**src/rtl/pipe_load_reader_pkg.sv**
```systemverilog
// Shared widths, FSM encoding and beat tag for the data-memory burst-load path.
package pipe_pkg;
   localparam int DW = 16;
   localparam int AW = 8;
   localparam int RW = 4;
   localparam int LW = 4;

   localparam logic [0:0] IDLE  = 1'b0;
   localparam logic [0:0] ISSUE = 1'b1;

   typedef struct packed {
      logic [AW-1:0] addr;
      logic [RW-1:0] rd;
      logic          last;
   } tag_t;

   typedef struct packed {
      logic [DW-1:0] data;
      tag_t          tag;
   } beat_t;
endpackage

```
**src/rtl/pipe_load_reader_if.sv**
```systemverilog
// Request, memory-read and result-stream signals of the burst-load reader.
interface pipe_load_reader_if;
   import pipe_pkg::*;

   logic          req_valid;
   logic          req_ready;
   logic [AW-1:0] req_addr;
   logic [RW-1:0] req_rd;
   logic [LW-1:0] req_len;
   logic          mem_rd_en;
   logic [AW-1:0] mem_rd_addr;
   logic [DW-1:0] mem_rd_data;
   logic          out_valid;
   logic          out_ready;
   logic [DW-1:0] out_data;
   logic [RW-1:0] out_rd;
   logic [AW-1:0] out_addr;
   logic          out_last;
   logic          busy;

   modport slave (
      input  req_valid, req_addr, req_rd, req_len, mem_rd_data, out_ready,
      output req_ready, mem_rd_en, mem_rd_addr,
             out_valid, out_data, out_rd, out_addr, out_last, busy
   );

   modport master (
      output req_valid, req_addr, req_rd, req_len, mem_rd_data, out_ready,
      input  req_ready, mem_rd_en, mem_rd_addr,
             out_valid, out_data, out_rd, out_addr, out_last, busy
   );
endinterface

```
**src/rtl/pipe_skid_fifo.sv**
```systemverilog
// Small synchronous FIFO holding returned read beats; the writer guarantees room.
module pipe_skid_fifo #(
   parameter int W     = 8,
   parameter int DEPTH = 2
) (
   input  logic                         clk,
   input  logic                         rst_n,
   input  logic                         push,
   input  logic [W-1:0]                 din,
   input  logic                         pop,
   output logic [W-1:0]                 dout,
   output logic [$clog2(DEPTH+1)-1:0]   count
);
   localparam int CW = $clog2(DEPTH+1);
   localparam int PW = $clog2(DEPTH);

   logic [DEPTH-1:0][W-1:0] mem;
   logic [PW-1:0]           wr_ptr, rd_ptr;
   logic                    do_pop;

   function automatic logic [PW-1:0] nxt(input logic [PW-1:0] p);
      return (p == PW'(DEPTH-1)) ? '0 : p + PW'(1);
   endfunction

   assign do_pop = pop && (count != '0);
   assign dout   = mem[rd_ptr];

   // Storage is cleared too, so the head fields read zero out of reset.
   always_ff @(posedge clk or negedge rst_n)
      if (!rst_n) begin
         mem    <= '0;
         wr_ptr <= '0;
         rd_ptr <= '0;
         count  <= '0;
      end else begin
         if (push) begin
            mem[wr_ptr] <= din;
            wr_ptr      <= nxt(wr_ptr);
         end
         if (do_pop) rd_ptr <= nxt(rd_ptr);
         count <= count + CW'(push) - CW'(do_pop);
      end
endmodule

```
**src/rtl/pipe_load_reader.sv**
```systemverilog
// Burst-load reader: issues sequential memory reads and streams tagged words out.
module pipe_load_reader
   import pipe_pkg::*;
#(
   parameter int FIFO_DEPTH = 2
) (
   input  logic                 clk,
   input  logic                 rst_n,
   pipe_load_reader_if.slave    bus
);
   localparam int CW = $clog2(FIFO_DEPTH+1);

   logic [0:0]    state;
   logic [AW-1:0] cur_addr;
   logic [RW-1:0] cur_rd;
   logic [LW-1:0] remaining;
   logic          inflight;
   tag_t          inflight_tag;
   beat_t         head;
   logic [CW-1:0] fifo_count;
   logic [CW:0]   credit_used;
   logic          issue, pop;

   assign pop = bus.out_valid && bus.out_ready;

   // A beat leaving this cycle frees its slot in time for the read issued now,
   // which is what sustains one beat per cycle with a two-entry FIFO.
   assign credit_used = {1'b0, fifo_count} + (CW+1)'(inflight) - (CW+1)'(pop);
   assign issue       = (state == ISSUE) && (credit_used < (CW+1)'(FIFO_DEPTH));

   always_ff @(posedge clk or negedge rst_n)
      if (!rst_n) begin
         state        <= IDLE;
         cur_addr     <= '0;
         cur_rd       <= '0;
         remaining    <= '0;
         inflight     <= 1'b0;
         inflight_tag <= '0;
      end else begin
         inflight <= issue;
         if (issue) inflight_tag <= '{addr: cur_addr, rd: cur_rd, last: (remaining == '0)};
         if (state == IDLE) begin
            if (bus.req_valid) begin
               cur_addr  <= bus.req_addr;
               cur_rd    <= bus.req_rd;
               remaining <= bus.req_len;
               state     <= ISSUE;
            end
         end else if (issue) begin
            cur_addr  <= cur_addr + AW'(1);
            cur_rd    <= cur_rd + RW'(1);
            remaining <= remaining - LW'(1);
            if (remaining == '0) state <= IDLE;
         end
      end

   pipe_skid_fifo #(.W($bits(beat_t)), .DEPTH(FIFO_DEPTH)) u_fifo (
      .clk   (clk),
      .rst_n (rst_n),
      .push  (inflight),
      .din   ({bus.mem_rd_data, inflight_tag}),
      .pop   (pop),
      .dout  (head),
      .count (fifo_count)
   );

   assign bus.req_ready   = (state == IDLE);
   assign bus.mem_rd_en   = issue;
   assign bus.mem_rd_addr = cur_addr;
   assign bus.out_valid   = (fifo_count != '0);
   assign bus.out_data    = head.data;
   assign bus.out_rd      = head.tag.rd;
   assign bus.out_addr    = head.tag.addr;
   assign bus.out_last    = head.tag.last;
   assign bus.busy        = (state == ISSUE) || inflight || (fifo_count != '0);
endmodule

```
**src/flat_wrapper.sv**
```systemverilog
// flat-port wrapper written by rule: the top's interface ports become plain ports
module pipe_load_reader_flat import pipe_pkg::*;
#(
   parameter int FIFO_DEPTH = 2
)
  (clk, rst_n, bus_req_valid, bus_req_addr, bus_req_rd, bus_req_len, bus_mem_rd_data, bus_out_ready, bus_req_ready, bus_mem_rd_en, bus_mem_rd_addr, bus_out_valid, bus_out_data, bus_out_rd, bus_out_addr, bus_out_last, bus_busy);
  pipe_load_reader_if bus_i ();
  input  logic clk;
  input  logic rst_n;
  input wire logic [$bits(bus_i.req_valid)-1:0] bus_req_valid;
  input wire logic [$bits(bus_i.req_addr)-1:0] bus_req_addr;
  input wire logic [$bits(bus_i.req_rd)-1:0] bus_req_rd;
  input wire logic [$bits(bus_i.req_len)-1:0] bus_req_len;
  input wire logic [$bits(bus_i.mem_rd_data)-1:0] bus_mem_rd_data;
  input wire logic [$bits(bus_i.out_ready)-1:0] bus_out_ready;
  output wire logic [$bits(bus_i.req_ready)-1:0] bus_req_ready;
  output wire logic [$bits(bus_i.mem_rd_en)-1:0] bus_mem_rd_en;
  output wire logic [$bits(bus_i.mem_rd_addr)-1:0] bus_mem_rd_addr;
  output wire logic [$bits(bus_i.out_valid)-1:0] bus_out_valid;
  output wire logic [$bits(bus_i.out_data)-1:0] bus_out_data;
  output wire logic [$bits(bus_i.out_rd)-1:0] bus_out_rd;
  output wire logic [$bits(bus_i.out_addr)-1:0] bus_out_addr;
  output wire logic [$bits(bus_i.out_last)-1:0] bus_out_last;
  output wire logic [$bits(bus_i.busy)-1:0] bus_busy;
  assign bus_i.req_valid = bus_req_valid;
  assign bus_i.req_addr = bus_req_addr;
  assign bus_i.req_rd = bus_req_rd;
  assign bus_i.req_len = bus_req_len;
  assign bus_i.mem_rd_data = bus_mem_rd_data;
  assign bus_i.out_ready = bus_out_ready;
  assign bus_req_ready = bus_i.req_ready;
  assign bus_mem_rd_en = bus_i.mem_rd_en;
  assign bus_mem_rd_addr = bus_i.mem_rd_addr;
  assign bus_out_valid = bus_i.out_valid;
  assign bus_out_data = bus_i.out_data;
  assign bus_out_rd = bus_i.out_rd;
  assign bus_out_addr = bus_i.out_addr;
  assign bus_out_last = bus_i.out_last;
  assign bus_busy = bus_i.busy;
  pipe_load_reader #(.FIFO_DEPTH(FIFO_DEPTH)) u_core (.clk(clk), .rst_n(rst_n), .bus(bus_i));
endmodule
```
**config.mk**
```make
export PLATFORM = sky130hd
export DESIGN_NAME = pipe_load_reader_flat
export DESIGN_NICKNAME = d
export VERILOG_FILES = /design/src/rtl/pipe_load_reader_pkg.sv /design/src/rtl/pipe_load_reader_if.sv /design/src/rtl/pipe_skid_fifo.sv /design/src/rtl/pipe_load_reader.sv /design/src/flat_wrapper.sv
export SDC_FILE = /design/constraint.sdc
export NUM_CORES = 1
export LEC_CHECK = 0
export ABC_AREA = 1
export BUFFER_PORTS_ARGS = -buffer_cell sky130_fd_sc_hd__buf_2
export CORE_UTILIZATION = 47
export CTS_BUF_LIST = sky130_fd_sc_hd__clkbuf_4
export DETAILED_ROUTE_END_ITERATION = 10
export MAX_ROUTING_LAYER = met4
export PLACE_DENSITY = 0.7
export REMOVE_ABC_BUFFERS = 1
export SLEW_MARGIN = 15
export SYNTH_ARGS = -nofsm -noshare
export SYNTH_HDL_FRONTEND = slang
export SYNTH_SLANG_ARGS = --single-unit
```
**constraint.sdc**
```tcl
create_clock -name clk -period 6.55 [get_ports clk]
set_input_delay 1.31 -clock clk [delete_from_list [all_inputs] [get_ports clk]]
set_output_delay 1.31 -clock clk [all_outputs]
set_load 0.01 [all_outputs]
```
* After elaboration in Yosys (flattened, before gate mapping) *
Index checks and enable logic that the tools add are counted.
W data, S select, Z words.

storage, ports and cells
  bits in registers = 93
  input bits = 36
  output and inout port bits = 41

operators by class
  $add $sub $neg = 9
  $lt $le $gt $ge = 4
  eq/ne operators = 1
  mux-type cells = 20
  bitwise logic cells = 1
  reductions and logical operators = 10

operator list
  kind                   count
  $mux W29               3
  $bwmux W58             1
  $demux W29 S1          1
  $mux W4                6
  $mux W8                3
  $add A8 B1 Y8 const B  1
  $mux W1                6
  $add A4 B1 Y4 const B  1
  $logic_and A1 B1 Y1    4
  $logic_not A4 Y1       1
  $lt A1 B2 Y1 const B   2
  $reduce_bool A2 Y1     2
  $sub A4 B1 Y4 const B  1
  $add A2 B1 Y3          1
  $lt A3 B2 Y1 const B   1
  $sub A3 B1 Y3          1
  $add A1 B1 Y1 const B  2
  $add A2 B1 Y2          1
  $logic_or A1 B1 Y1     2
  $ne A2 B2 Y1 const B   1
  $reduce_and A2 Y1      1
  $sub A2 B1 Y2          1
  $ge A1 B1 Y1 const B   1
  $not A1 Y1             1

* Longest topological paths before layout *
  word-level depth = 7
  mapped depth = 17
  gate-level depth less buffers = 16

* Modules after synthesis *
Synthesis repeated with hierarchy kept, for this count alone.

unflattened totals
  cells, all modules = 557
  area total of the unflattened synthesis = 4530.6 µm²

modules (own cells, without submodules)
  module            instances  cells an instance  area an instance (µm²)  sequential area each (µm²)
  pipe_skid_fifo    1          336                2860.2                  1551.5
  pipe_load_reader  1          221                1670.4                  775.7

* Least setup slack after synthesis *
No wires, ideal clock.

  path type = input port to output port
  from = input port bus_out_ready
  to = output port bus_mem_rd_en
  arrival = 2.846 ns
  setup slack = 2.394 ns
  cell stages on the path = 12
  path buffers = 1
  path through = nand2_1 inv_1 ha_1 inv_1 ha_1 inv_1 fa_1 nand2_1 inv_1 nand3_1 buf_2 inv_1

between the ends
  word-level cells in the longest chain between the ends = 4

ends and longest elaborated chain
  element              RTL line                source
  start, declared      flat_wrapper.sv:15      input wire logic [$bits(bus_i.out_ready)-1:0] bus_out_ready;
  $logic_and A1 B1 Y1  pipe_load_reader.sv:24  assign pop = bus.out_valid && bus.out_ready;
  $sub A3 B1 Y3        pipe_load_reader.sv:28  assign credit_used = {1'b0, fifo_count} + (CW+1)'(inflight) - (CW+1)'(pop);
  $lt A3 B2 Y1         pipe_load_reader.sv:29  assign issue = (state == ISSUE) && (credit_used < (CW+1)'(FIFO_DEPTH));
  $logic_and A1 B1 Y1  pipe_load_reader.sv:29
  end, declared        flat_wrapper.sv:17      output wire logic [$bits(bus_i.mem_rd_en)-1:0] bus_mem_rd_en;

Every way passes these cells.

* Worst setup path in the final report *
Ends and elaborated chain as after synthesis.

==> results.json <==
{
  "cts_buffer_depth": 2,
  "worst_setup_path_start_kind": "primary input",
  "hpwl_um": 5530,
  "first_iter_violations": 196,
  "rsz0062_at_grt": "no",
  "slew_headroom": 0.283,
  "cts_resized": 0,
  "root_buffer": "clkbuf_4",
  "dieWidth_um": 97.5,
  "hold_path_class": "register to register",
  "grt_pass1_wl_um": 14700,
  "fmaxAchievable_mhz": 218,
  "ant_nets": 0,
  "grt_pass1_vias": 3174,
  "start_util": 0.489,
  "postCtsSetupBuffers": 0,
  "dr_total_vias": 3498,
  "clk_latency_ns": 0.43,
  "yosysWarnings": 0,
  "syn_area_per_cell_um2": 7.92,
  "fin_crit_sh": 0.702,
  "fillers": 861,
  "arrival_ns": 3.29,
  "grt.overflow.total": 0,
  "period_needed_ns": 4.60,
  "totalWireLength_um": 8490,
  "slew_viol_final": 0,
  "dr.pass1.iters": 5,
  "area_growth_pct": 12.0,
  "syn_area_um2": 4280,
  "track_usage": 0.195,
  "cts_buffers": 9,
  "setup_viol": 0,
  "n_antenna_cell": 0,
  "vias_per_cell": 4.88,
  "crit_type": "primary input to primary output",
  "drc_errors": 0,
  "crit_required_ns": 5.24,
  "p_leak_nw": 2.63,
  "regToRegSetupSlack_ns": 3.24,
  "cap_viol_max_count": 0,
  "antenna_found_initial": 0,
  "holdBufCountCts": 0,
  "drive_gt1_frac": 0.172,
  "die_area_um2": 9500,
  "ys_types": 23,
  "synth_cells": 541,
  "gp_congestion": 0.766,
  "die_y_um": 97.5,
  "io_pins": 77,
  "fp.coreArea_um2": 8760,
  "portBuffers": 76,
  "num-nets-final": 646,
  "ys_seq_elements": 93,
  "cts_tree": "built",
  "ys_seq_area_frac": 0.543,
  "setup-tns-final_ns": 0,
  "finClkSkew_ns": 0.0168,
  "htreeDepth": 3,
  "peakVddDrop_v": 0.000269,
  "status": "completed",
  "clk_pin_slew_worst_paths_ns": 0.13,
  "wl_per_cell_um": 11.8,
  "end_kind": "primary output",
  "crit_fanout": 29,
  "fp-row-count": 34,
  "grt_max_degree": 79,
  "report.power.total_mw": 2.44,
  "clkSinkCount": 93,
  "p_per_area_nw_per_um2": 509,
  "worst_pin_slew_ns": 1.08,
  "hold_viol_final": 0
}
-- stage by stage --
step                hold WS [ns]  instance area (um2)  instances   util  worst slack [ns]
floorplan                  0.453                 4140        514      -              1.90
detailed placement         0.473                 4680        701  0.534              1.94
CTS                        0.505                 4800        717  0.548              1.95
global placement           0.465                 4680        701  0.534              2.02
finish                     0.498                 4800        717  0.548              1.95
global route               0.522                 4800        717  0.548              1.78
-- cells by family (layout without fill, tap and decap cells) --
group / count (synthesis) / in the layout / synth area share
adder cells (fa/ha/maj): 6 / 6 / 0.0193
AO/OA/AOI/OAI: 92 / 92 / 0.108
buffers and inverters: 85 / 153 / 0.0841
AND/OR/NAND/NOR: 264 / 264 / 0.244
flip-flops: 93 / 93 / 0.543
XOR/XNOR: 1 / 1 / 0.00205
-- worst max-delay path, cell delays in order --
cell and delay, ns:
buf_2 0.10, nand2_1 0.08, inv_1 0.05, ha_1 0.28, inv_1 0.05, ha_1 0.14
inv_1 0.05, fa_1 0.46, nand2_1 0.09, inv_1 0.05, nand3_1 0.06, buf_4 0.28
inv_1 0.13, buf_2 0.16
-- where the power goes --
group | switching, mW | internal, mW
logic | 0.697 | 0.422
clock network | 0.193 | 0.0793
registers | 0.209 | 0.844
total | 1.10 | 1.34
-- layout make-up --
type                       count  area [um2]  area share
tap                          108         135      0.0282
sequential                    93        2330       0.485
timing repair buffer          79         405      0.0845
clock inverter                 7        50.0      0.0104
multi-input combinational    363        1600       0.332
inverter                      58         218      0.0454
clock buffer                   9        67.6      0.0141
-- metal layers --
layer | GRT usage | up-vias | wire, um
met2 | 0.292 | 100 | 3730
met3 | 0.0259 | 10 | 358
met5 | - | - | 0
li1 | - | 1802 | -
met4 | 0.0645 | 0 | 113
met1 | 0.278 | 1586 | 4290
-- synthesized netlist by cell type --
cell | count | area, um2
fa_1 | 1 | 20.0
buf_4 | 1 | 7.51
o21ai_0 | 65 | 325
nand2_2 | 1 | 6.26
buf_6 | 3 | 33.8
or2_1 | 1 | 6.26
or2_2 | 6 | 37.5
ha_1 | 5 | 62.6
buf_2 | 10 | 50.1
inv_2 | 2 | 7.51
a21oi_1 | 3 | 15.0
nand2_1 | 222 | 833
nand3_1 | 19 | 95.1
dfrtp_1 | 93 | 2330
o21ai_1 | 24 | 120
buf_1 | 2 | 7.51
inv_1 | 56 | 210
clkbuf_2 | 2 | 10.0
clkbuf_1 | 9 | 33.8
nand3b_1 | 1 | 7.51
xor2_1 | 1 | 8.76
nand4_1 | 2 | 12.5
nor2_1 | 12 | 45.0
-- layout by cell type (no fill, tap or decap), types with 4 or more instances in the layout --
cell type and count:
buf_2 75, o21ai_0 65, clkbuf_4 9, nor2_1 12, inv_1 56, or2_2 7
buf_4 4, o21ai_1 24, nand3_1 19, dfrtp_1 93, ha_1 5, nand2_1 222
-- state kept, by name, summed over array words and instances (netlist names), 2 cells and up --
register                flops
u_core.u_fifo.count         2
u_core.cur_rd               4
u_core.inflight_tag        13
u_core.u_fifo.mem          58
u_core.remaining            4
u_core.bus.mem_rd_addr      8
-- final timing paths --
kind,end,cells after the start,from
worst max-delay path,bus_mem_rd_en,14,bus_out_ready
worst min-delay path,u_core.u_fifo.mem[5],2,u_core.u_fifo.mem[5]
worst max register to register,u_core.remaining[3],17,u_core.u_fifo.count[1]
worst min register to register,u_core.u_fifo.mem[5],2,u_core.u_fifo.mem[5]
max in group asynchronous,u_core.remaining[1],2,rst_n
min in group asynchronous,u_core.u_fifo.mem[25],1,rst_n
Note: power is estimated with default switching activity, not from simulation.
